## src/rtl/mul_share_arbiter_if.sv

```systemverilog
// Request/operand and result bus between the two multiply clients and mul_share_arbiter.
// "master" is the client side and "slave" is the arbiter side.
interface mul_share_arbiter_if #(
    parameter int WIDTH = 8
);
    logic                 req0;
    logic [WIDTH-1:0]     a0;
    logic [WIDTH-1:0]     b0;
    logic                 req1;
    logic [WIDTH-1:0]     a1;
    logic [WIDTH-1:0]     b1;
    logic                 gnt0;
    logic                 gnt1;
    logic                 busy;
    logic                 done;
    logic [2*WIDTH-1:0]   result;
    logic                 result_id;

    modport master (
        output req0, a0, b0, req1, a1, b1,
        input  gnt0, gnt1, busy, done, result, result_id
    );

    modport slave (
        input  req0, a0, b0, req1, a1, b1,
        output gnt0, gnt1, busy, done, result, result_id
    );
endinterface

```

## src/rtl/mul_share_arbiter.sv

```systemverilog
// Round-robin arbiter for two clients sharing one unsigned WIDTHxWIDTH shift-add multiplier.
// One product bit per cycle; every output comes straight from a register.
module mul_share_arbiter #(
    parameter int WIDTH = 8
) (
    input  logic              clk,
    input  logic              rst_n,
    input  logic              ena,
    mul_share_arbiter_if.slave bus
);
    localparam int PROD_W = 2 * WIDTH;
    localparam int CNT_W  = (WIDTH > 1) ? $clog2(WIDTH) : 1;
    localparam logic [CNT_W-1:0] LAST_STEP = CNT_W'(WIDTH - 1);

    typedef enum logic [1:0] {
        IDLE = 2'd0,
        RUN  = 2'd1,
        DONE = 2'd2
    } state_t;

    state_t              state_q, state_d;
    logic                prio_q, prio_d;
    logic                owner_q, owner_d;
    logic                gnt0_q, gnt0_d;
    logic                gnt1_q, gnt1_d;
    logic                done_q, done_d;
    logic                id_q, id_d;
    logic [PROD_W-1:0]   result_q, result_d;
    logic [CNT_W-1:0]    cnt_q, cnt_d;

    logic [PROD_W-1:0]   mcand_q, mcand_d;
    logic [PROD_W-1:0]   acc_q, acc_d;
    logic [WIDTH-1:0]    mplier_q, mplier_d;

    logic                any_req;
    logic                win;
    logic [PROD_W-1:0]   acc_step;

    // Contention goes to the pointer; a lone request wins outright.
    always_comb begin
        any_req = bus.req0 | bus.req1;
        win     = (bus.req0 & bus.req1) ? prio_q : bus.req1;
    end

    assign acc_step = acc_q + (mplier_q[0] ? mcand_q : {PROD_W{1'b0}});

    always_comb begin
        state_d  = state_q;
        prio_d   = prio_q;
        owner_d  = owner_q;
        gnt0_d   = 1'b0;
        gnt1_d   = 1'b0;
        done_d   = 1'b0;
        id_d     = id_q;
        result_d = result_q;
        cnt_d    = cnt_q;
        mcand_d  = mcand_q;
        acc_d    = acc_q;
        mplier_d = mplier_q;

        case (state_q)
            IDLE: begin
                if (any_req) begin
                    state_d  = RUN;
                    gnt0_d   = ~win;
                    gnt1_d   = win;
                    owner_d  = win;
                    prio_d   = ~win;
                    mcand_d  = {{WIDTH{1'b0}}, (win ? bus.a1 : bus.a0)};
                    mplier_d = win ? bus.b1 : bus.b0;
                    acc_d    = '0;
                    cnt_d    = '0;
                end
            end
            RUN: begin
                acc_d    = acc_step;
                mcand_d  = mcand_q << 1;
                mplier_d = mplier_q >> 1;
                cnt_d    = cnt_q + CNT_W'(1);
                // The final step publishes the sum it has just formed, not acc_q.
                if (cnt_q == LAST_STEP) begin
                    result_d = acc_step;
                    id_d     = owner_q;
                    done_d   = 1'b1;
                    state_d  = DONE;
                end
            end
            DONE: begin
                state_d = IDLE;
            end
            default: begin
                state_d = IDLE;
            end
        endcase
    end

    // Control state: async reset, all updates gated by ena so pulses stretch while stalled.
    always_ff @(posedge clk or negedge rst_n) begin
        if (!rst_n) begin
            state_q  <= IDLE;
            prio_q   <= 1'b0;
            owner_q  <= 1'b0;
            gnt0_q   <= 1'b0;
            gnt1_q   <= 1'b0;
            done_q   <= 1'b0;
            id_q     <= 1'b0;
            result_q <= '0;
            cnt_q    <= '0;
        end else if (ena) begin
            state_q  <= state_d;
            prio_q   <= prio_d;
            owner_q  <= owner_d;
            gnt0_q   <= gnt0_d;
            gnt1_q   <= gnt1_d;
            done_q   <= done_d;
            id_q     <= id_d;
            result_q <= result_d;
            cnt_q    <= cnt_d;
        end
    end

    // Working datapath is always reloaded at capture, so it needs no reset.
    always_ff @(posedge clk) begin
        if (ena) begin
            mcand_q  <= mcand_d;
            acc_q    <= acc_d;
            mplier_q <= mplier_d;
        end
    end

    assign bus.gnt0      = gnt0_q;
    assign bus.gnt1      = gnt1_q;
    assign bus.busy      = (state_q != IDLE);
    assign bus.done      = done_q;
    assign bus.result    = result_q;
    assign bus.result_id = id_q;
endmodule

```

## src/flat_wrapper.sv

```systemverilog
// flat-port wrapper written by rule: the top's interface ports become plain ports
module mul_share_arbiter_flat 
#(
    parameter int WIDTH = 8
)
  (clk, rst_n, ena, bus_req0, bus_a0, bus_b0, bus_req1, bus_a1, bus_b1, bus_gnt0, bus_gnt1, bus_busy, bus_done, bus_result, bus_result_id);
  mul_share_arbiter_if #(.WIDTH(WIDTH)) bus_i ();
  input  logic clk;
  input  logic rst_n;
  input  logic ena;
  input wire logic [$bits(bus_i.req0)-1:0] bus_req0;
  input wire logic [$bits(bus_i.a0)-1:0] bus_a0;
  input wire logic [$bits(bus_i.b0)-1:0] bus_b0;
  input wire logic [$bits(bus_i.req1)-1:0] bus_req1;
  input wire logic [$bits(bus_i.a1)-1:0] bus_a1;
  input wire logic [$bits(bus_i.b1)-1:0] bus_b1;
  output wire logic [$bits(bus_i.gnt0)-1:0] bus_gnt0;
  output wire logic [$bits(bus_i.gnt1)-1:0] bus_gnt1;
  output wire logic [$bits(bus_i.busy)-1:0] bus_busy;
  output wire logic [$bits(bus_i.done)-1:0] bus_done;
  output wire logic [$bits(bus_i.result)-1:0] bus_result;
  output wire logic [$bits(bus_i.result_id)-1:0] bus_result_id;
  assign bus_i.req0 = bus_req0;
  assign bus_i.a0 = bus_a0;
  assign bus_i.b0 = bus_b0;
  assign bus_i.req1 = bus_req1;
  assign bus_i.a1 = bus_a1;
  assign bus_i.b1 = bus_b1;
  assign bus_gnt0 = bus_i.gnt0;
  assign bus_gnt1 = bus_i.gnt1;
  assign bus_busy = bus_i.busy;
  assign bus_done = bus_i.done;
  assign bus_result = bus_i.result;
  assign bus_result_id = bus_i.result_id;
  mul_share_arbiter #(.WIDTH(WIDTH)) u_core (.clk(clk), .rst_n(rst_n), .ena(ena), .bus(bus_i));
endmodule
```

## config.mk

```make
export PLATFORM = sky130hd
export DESIGN_NAME = mul_share_arbiter_flat
export DESIGN_NICKNAME = d
export VERILOG_FILES = /design/src/rtl/mul_share_arbiter_if.sv /design/src/rtl/mul_share_arbiter.sv /design/src/flat_wrapper.sv
export SDC_FILE = /design/constraint.sdc
export NUM_CORES = 1
export LEC_CHECK = 0
export ABC_CLOCK_PERIOD_IN_PS = 3300
export CORE_AREA = 2 2 100 83
export CTS_BUF_LIST = sky130_fd_sc_hd__clkbuf_4 sky130_fd_sc_hd__clkbuf_8 sky130_fd_sc_hd__clkbuf_16
export DETAILED_ROUTE_END_ITERATION = 12
export DIE_AREA = 0 0 102 85
export PLACE_DENSITY_LB_ADDON = 0.2
export SKIP_CTS_REPAIR_TIMING = 1
export SYNTH_ARGS = -nofsm -noshare
export SYNTH_HDL_FRONTEND = slang
export SYNTH_SLANG_ARGS = --single-unit
```

## constraint.sdc

```tcl
create_clock -name clk -period 3.3 [get_ports clk]
set_input_delay 0.495 -clock clk [delete_from_list [all_inputs] [get_ports clk]]
set_output_delay 0.495 -clock clk [all_outputs]
set_load 0.01 [all_outputs]
```

Yosys cells after proc, flatten, opt, wreduce, memory -nomap -nowiden
Cells that the tools add are included.

cells by class
  add/subtract/negate cells = 2
  equal/unequal tests = 4
  mux-type cells = 21
  bitwise operators = 3
  reductions and logical operators = 7

operator list
  cell                   count
  $pmux W16 S2           2
  $mux W16               3
  $mux W8                3
  $add A16 B16 Y16       1
  $pmux W8 S2            1
  $reduce_and A3 Y1      4
  $mux W1                7
  $pmux W3 S2            1
  $mux W2                2
  $ne A2 B1 Y1 const B   2
  $pmux W2 S2            1
  $reduce_bool A2 Y1     2
  $add A3 B1 Y3 const B  1
  $eq A3 B3 Y1 const B   1
  $mux W3                1
  $eq A2 B1 Y1 const B   1
  $logic_not A2 Y1       1
  $and A1 B1 Y1          1
  $not A1 Y1             1
  $or A1 B1 Y1           1

storage, ports and cells
  register bits = 67
  input port bits = 37
  output and inout port bits = 21
  word-level logic and storage cells = 49

Depth between registers and ports, before layout
  depth in word-level cells = 5
  gate-level depth with buffers = 9
  depth with buffers taken out = 8

Worst setup path before layout
OpenSTA, ideal clock, no wires.

  kind = register to register
  start = register u_core.mplier_q[0]
  end = register u_core.acc_q[14], data pin
  library setup time = 0.265 ns
  arrival time = 2.117 ns
  data required time = 3.035 ns
  slack = 0.918 ns
  stages on the path, launching flop included = 10
  buffers on the path = 1
  clock period less this slack = 2.382 ns
  cells stage by stage = edfxtp_1 > clkbuf_1 > and2_1 > ha_1 > fa_1 > a21o_1 > a2bb2oi_4 > o21bai_1 > nor3_1 > nor3_1

between the ends
  word-level cells in the longest chain between the ends = 3

ends and longest elaborated chain
  item                      RTL line                  source
  start: declaration        mul_share_arbiter.sv:33   logic [WIDTH-1:0] mplier_q, mplier_d;
  start signal: assignment  mul_share_arbiter.sv:127  mplier_q <= mplier_d;
  $mux W16                  mul_share_arbiter.sv:45   assign acc_step = acc_q + (mplier_q[0] ? mcand_q : {PROD_W{1'b0}});
  $add A16 B16 Y16          mul_share_arbiter.sv:45
  $pmux W16 S2              mul_share_arbiter.sv:61   case (state_q)
  end signal: assignment    mul_share_arbiter.sv:126  acc_q <= acc_d;
  end: declaration          mul_share_arbiter.sv:32   logic [PROD_W-1:0] acc_q, acc_d;

No other way between the ends.
A chain may end at the register's enable or synchronous reset.

Worst setup path in the final report
Same ends and word-level chain as after synthesis.

==> impl_summary.txt <==
----------------------------------------------------
[Run status]
  Outcome ... completed

[Setup path]
  Type of destination of the critical path ... register
  Crit-path max FO ... 16
  Path length in cells of the critical path ... 8
  Worst Setup EP ... u_core.acc_q[14]$_SDFFCE_PN0P_
  Most numerous cell on the critical path ... nor3_1
  Depth of the worst register-to-register path ... 8
  R2r endpoint ... u_core.acc_q[14]$_SDFFCE_PN0P_
  Sum of buffers and inverters on the critical path ... 0
  Data arrival at the endpoint of the critical path ... 2660 ps
  FF-to-FF Start ... u_core.mplier_q[0]$_DFFE_PP_
  Chain of cells forming the critical path ... and2_1 -> ha_1 -> fa_1 -> a21o_1 -> a2bb2oi_4 -> o21bai_1 -> nor3_1 -> nor3_1
  Longest individual stage delay on the worst path ... 540 ps
  Critical path class ... reg2reg
  Startpoint type of the worst setup path ... register
  Cell type of the slowest stage on the worst timing path ... edfxtp_1
  Startpoint of the worst setup timing path ... u_core.mplier_q[0]$_DFFE_PP_
  Reg2reg setup slack ... 720 ps
  Required @ worst endpoint ... 3380 ps
  Cell class contributing the biggest share of worst-path delay ... adder cells

[Synthesis]
  Cells taking the most area after synthesis ... edfxtp_1 (32%), dfrtp_1 (18%), ha_1 (5.7%), mux2i_1 (5.1%), nand2_1 (4.8%)
  Post-synth net total ... 412
  Top cell type by total area after synthesis ... edfxtp_1
  Prevailing post-synth register cell ... edfxtp_1
  Average cell area after synthesis ... 10.48 um^2
  Synth warn ... 0
  Count of state elements after synthesis ... 67
  Sequential area share after synthesis ... 0.5017
  Number of synthesized flops with an enable pin ... 40
  Gate count after technology mapping ... 357
  Fraction of synthesis flops using an asynchronous set or reset pin ... 0.4030
  Count of different cell masters after synthesis ... 52
  Total standard cell area after synthesis ... 3741 um^2
  Fraction of post-synthesis cell area in the top cell type by area ... 0.3211

[Floorplanning]
  Die Ht ... 85 um
  Die outline area ... 8670 um^2
  Effective utilization at floorplan ... 0.4863
  Die boundary width ... 102 um
  Placeable core area ... 7692 um^2
  Floorplan row count ... 29
  I/O pin total ... 58

[CTS]
  CTS root buf ... clkbuf_8
  Clock buffer count from CTS ... 9
  Clock sink count ... 67
  Clock tree from TritonCTS ... done
  CTS clk-pin slew, worst paths ... 80 ps
  Htree depth ... 3
  Clock insertion delay at the later pin of the skew report ... 350 ps
  Max Root-Sink Buffers ... 2

[Timing]
  Number of pins exceeding their max-slew limit in the final report ... 0
  Max-slew headroom at the worst pin ... 0.5009
  Tmin final ... 2582 ps
  Endpoints failing hold ... 0
  Portion of the clock cycle consumed by the worst path in the final layout ... 0.7823
  Max Clk Rate ... 387.3 MHz
  Worst clock skew ... 8.384 ps
  Worst-margin pin slew ... 739.3 ps
  Number of setup violations in the final report ... 0
  Setup repair after global routing missed its margin ... no
  Accumulated negative setup slack ... 0 ps

[Cells and area]
  Commonest non-fill, non-tap cells in the layout ... clkdlybuf4s50_1 (57), nand2_1 (48), edfxtp_1 (40), o21ai_0 (33)
  Net total in the final layout ... 469
  Signed area change from the synthesized netlist to the final layout ... 22.81%
  Antenna fix cells ... 0
  Layout cells sized above 1 ... 0.08115
  Most common cell after layout, fill and taps aside ... clkdlybuf4s50_1
  Final instance area ... 4594 um^2

[Global routing]
  First-pass GRT wire length ... 12.95 mm
  Via count of the first global-routing pass ... 2778
  GRT Resource Usage Total ... 0.1922
  Initial antenna violation count ... 0
  Maximum number of pins on one net before global-route repair ... 43
  Overflow left after global routing ... 0

[Detailed routing]
  Via total after detailed routing ... 2751
  Wire length per cell ... 14.63 um
  Number of violations reported at the end of detailed-routing iteration 0 ... 116
  Number of search-and-repair iterations in the first detailed-routing pass ... 4
  Remaining DRCs ... 0
  Via count normalized by instance count ... 5.220
  Drt total wl ... 7.712 mm
  Post-detailed-route count of antenna-violating nets ... 0

[Placed design]
  Placed cell area ... 4418 um^2
  Input/output buffers ... 57
  Routability congestion estimate ... 0.9072
  Hpwl dp ... 5.694 mm

[Pwr]
  Power Density ... 632.3 nW/um^2
  P_leak ... 0.001939 uW
  VDD IR-drop max ... 0.0003105 V

[Worst hold path]
  Path type of the worst min-delay path ... reg2reg

[Run]
  MaxCap Viol Count ... 0

----------------------------------------------------
-- per-layer routing --
layer | share of wire | vias up | track usage
li1 | - | 1395 | -
met1 | 0.46 | 1297 | 0.2634
met2 | 0.48 | 52 | 0.3020
met3 | 0.044 | 7 | 0.04530
met4 | 0.0095 | 0 | 0.06424
met5 | 0 | - | 0
-- worst min path at each step --
stage                                     from                               end  slack, ps  depth (start not counted)
floorplan                                rst_n       u_core.bus.done$_DFFE_PN0P_        200                          0
global placement    u_core.owner_q$_DFFE_PN0P_  u_core.bus.result_id$_DFFE_PN0P_        450                          2
detailed placement  u_core.owner_q$_DFFE_PN0P_  u_core.bus.result_id$_DFFE_PN0P_        460                          2
CTS                 u_core.owner_q$_DFFE_PN0P_  u_core.bus.result_id$_DFFE_PN0P_        480                          2
global route        u_core.owner_q$_DFFE_PN0P_  u_core.bus.result_id$_DFFE_PN0P_        500                          2
finish              u_core.owner_q$_DFFE_PN0P_  u_core.bus.result_id$_DFFE_PN0P_        470                          2
-- stage by stage --
| stage | setup slack, ps | util | power (uW) | hold WS [ps] | cells |
|---|---|---|---|---|---|
| final | 718.3 | 0.5973 | 2905 | 474.7 | 527 |
| after global routing | 523.2 | 0.5973 | 3102 | 499.7 | 527 |
| after CTS | 708.6 | 0.5973 | 2927 | 480.5 | 527 |
| after detailed placement | 728.6 | 0.5743 | 2297 | 463.0 | 511 |
| after global placement | 802.2 | 0.5743 | 2276 | 454.1 | 511 |
| after floorplan | 917.9 | - | 1916 | 199.4 | 357 |
-- cells in the mapped netlist (2+ instances only) --
cell / n
xor2_1: 5
nor2_1: 24
xnor2_1: 5
nor3_1: 2
mux2i_1: 19
clkbuf_2: 2
o21ai_2: 2
ha_1: 17
edfxtp_1: 40
o211ai_1: 6
inv_1: 11
and2_1: 27
o21a_1: 3
o21bai_1: 3
a21oi_1: 12
clkbuf_1: 10
buf_4: 2
buf_2: 3
nand3b_1: 2
dfrtp_1: 27
a32oi_1: 2
a31oi_1: 3
a21o_1: 6
o22ai_1: 2
o21ai_0: 34
nand3_1: 8
nand2b_1: 3
and3_1: 5
a32o_1: 2
nand2_1: 48
-- power by group --
| part | switching (uW) | total [uW] | leakage, uW | internal (uW) |
|---|---|---|---|---|
| Sequential | 94.6 | 1210 | 0.000759 | 1120 |
| Clock | 328 | 621 | 0.0000967 | 293 |
| Combinational | 564 | 1070 | 0.00108 | 508 |
-- flip-flops by register name, summed over array words and instances, names as in the netlist, 2 cells and up --
| register | count |
|---|---|
| u_core.mcand_q | 16 |
| u_core.mplier_q | 8 |
| u_core.acc_q | 16 |
| u_core.bus.result | 16 |
| u_core.cnt_q | 3 |
| u_core.state_q | 2 |
-- tightest hold or removal path, cell delays in order, from the launching register on --
cell and delay (ps):
dfrtp_1 350, nand2_1 50, nand2_1 50
-- logic make-up (layout without fill, tap and decap cells) --
family	after synthesis	in the layout	synth area share
AO/OA/AOI/OAI	90	90	0.1669
adder cells (fa/ha/maj)	18	18	0.06221
XOR/XNOR	10	10	0.02341
AND/OR/NAND/NOR	124	124	0.1592
buffers and inverters	28	90	0.03177
flip-flops	67	67	0.5017
multiplexers	20	20	0.05485
-- cell type report --
cell class,count,area (um^2)
sequential,67,1877
clock inverter,6,38.79
fill,677,3098
inverter,11,41.29
clock buffer,10,137.6
timing repair buffer,63,615.6
multi-input combinational,262,1749
tap,108,135.1
No activity file was read; power rests on OpenSTA's default activity.
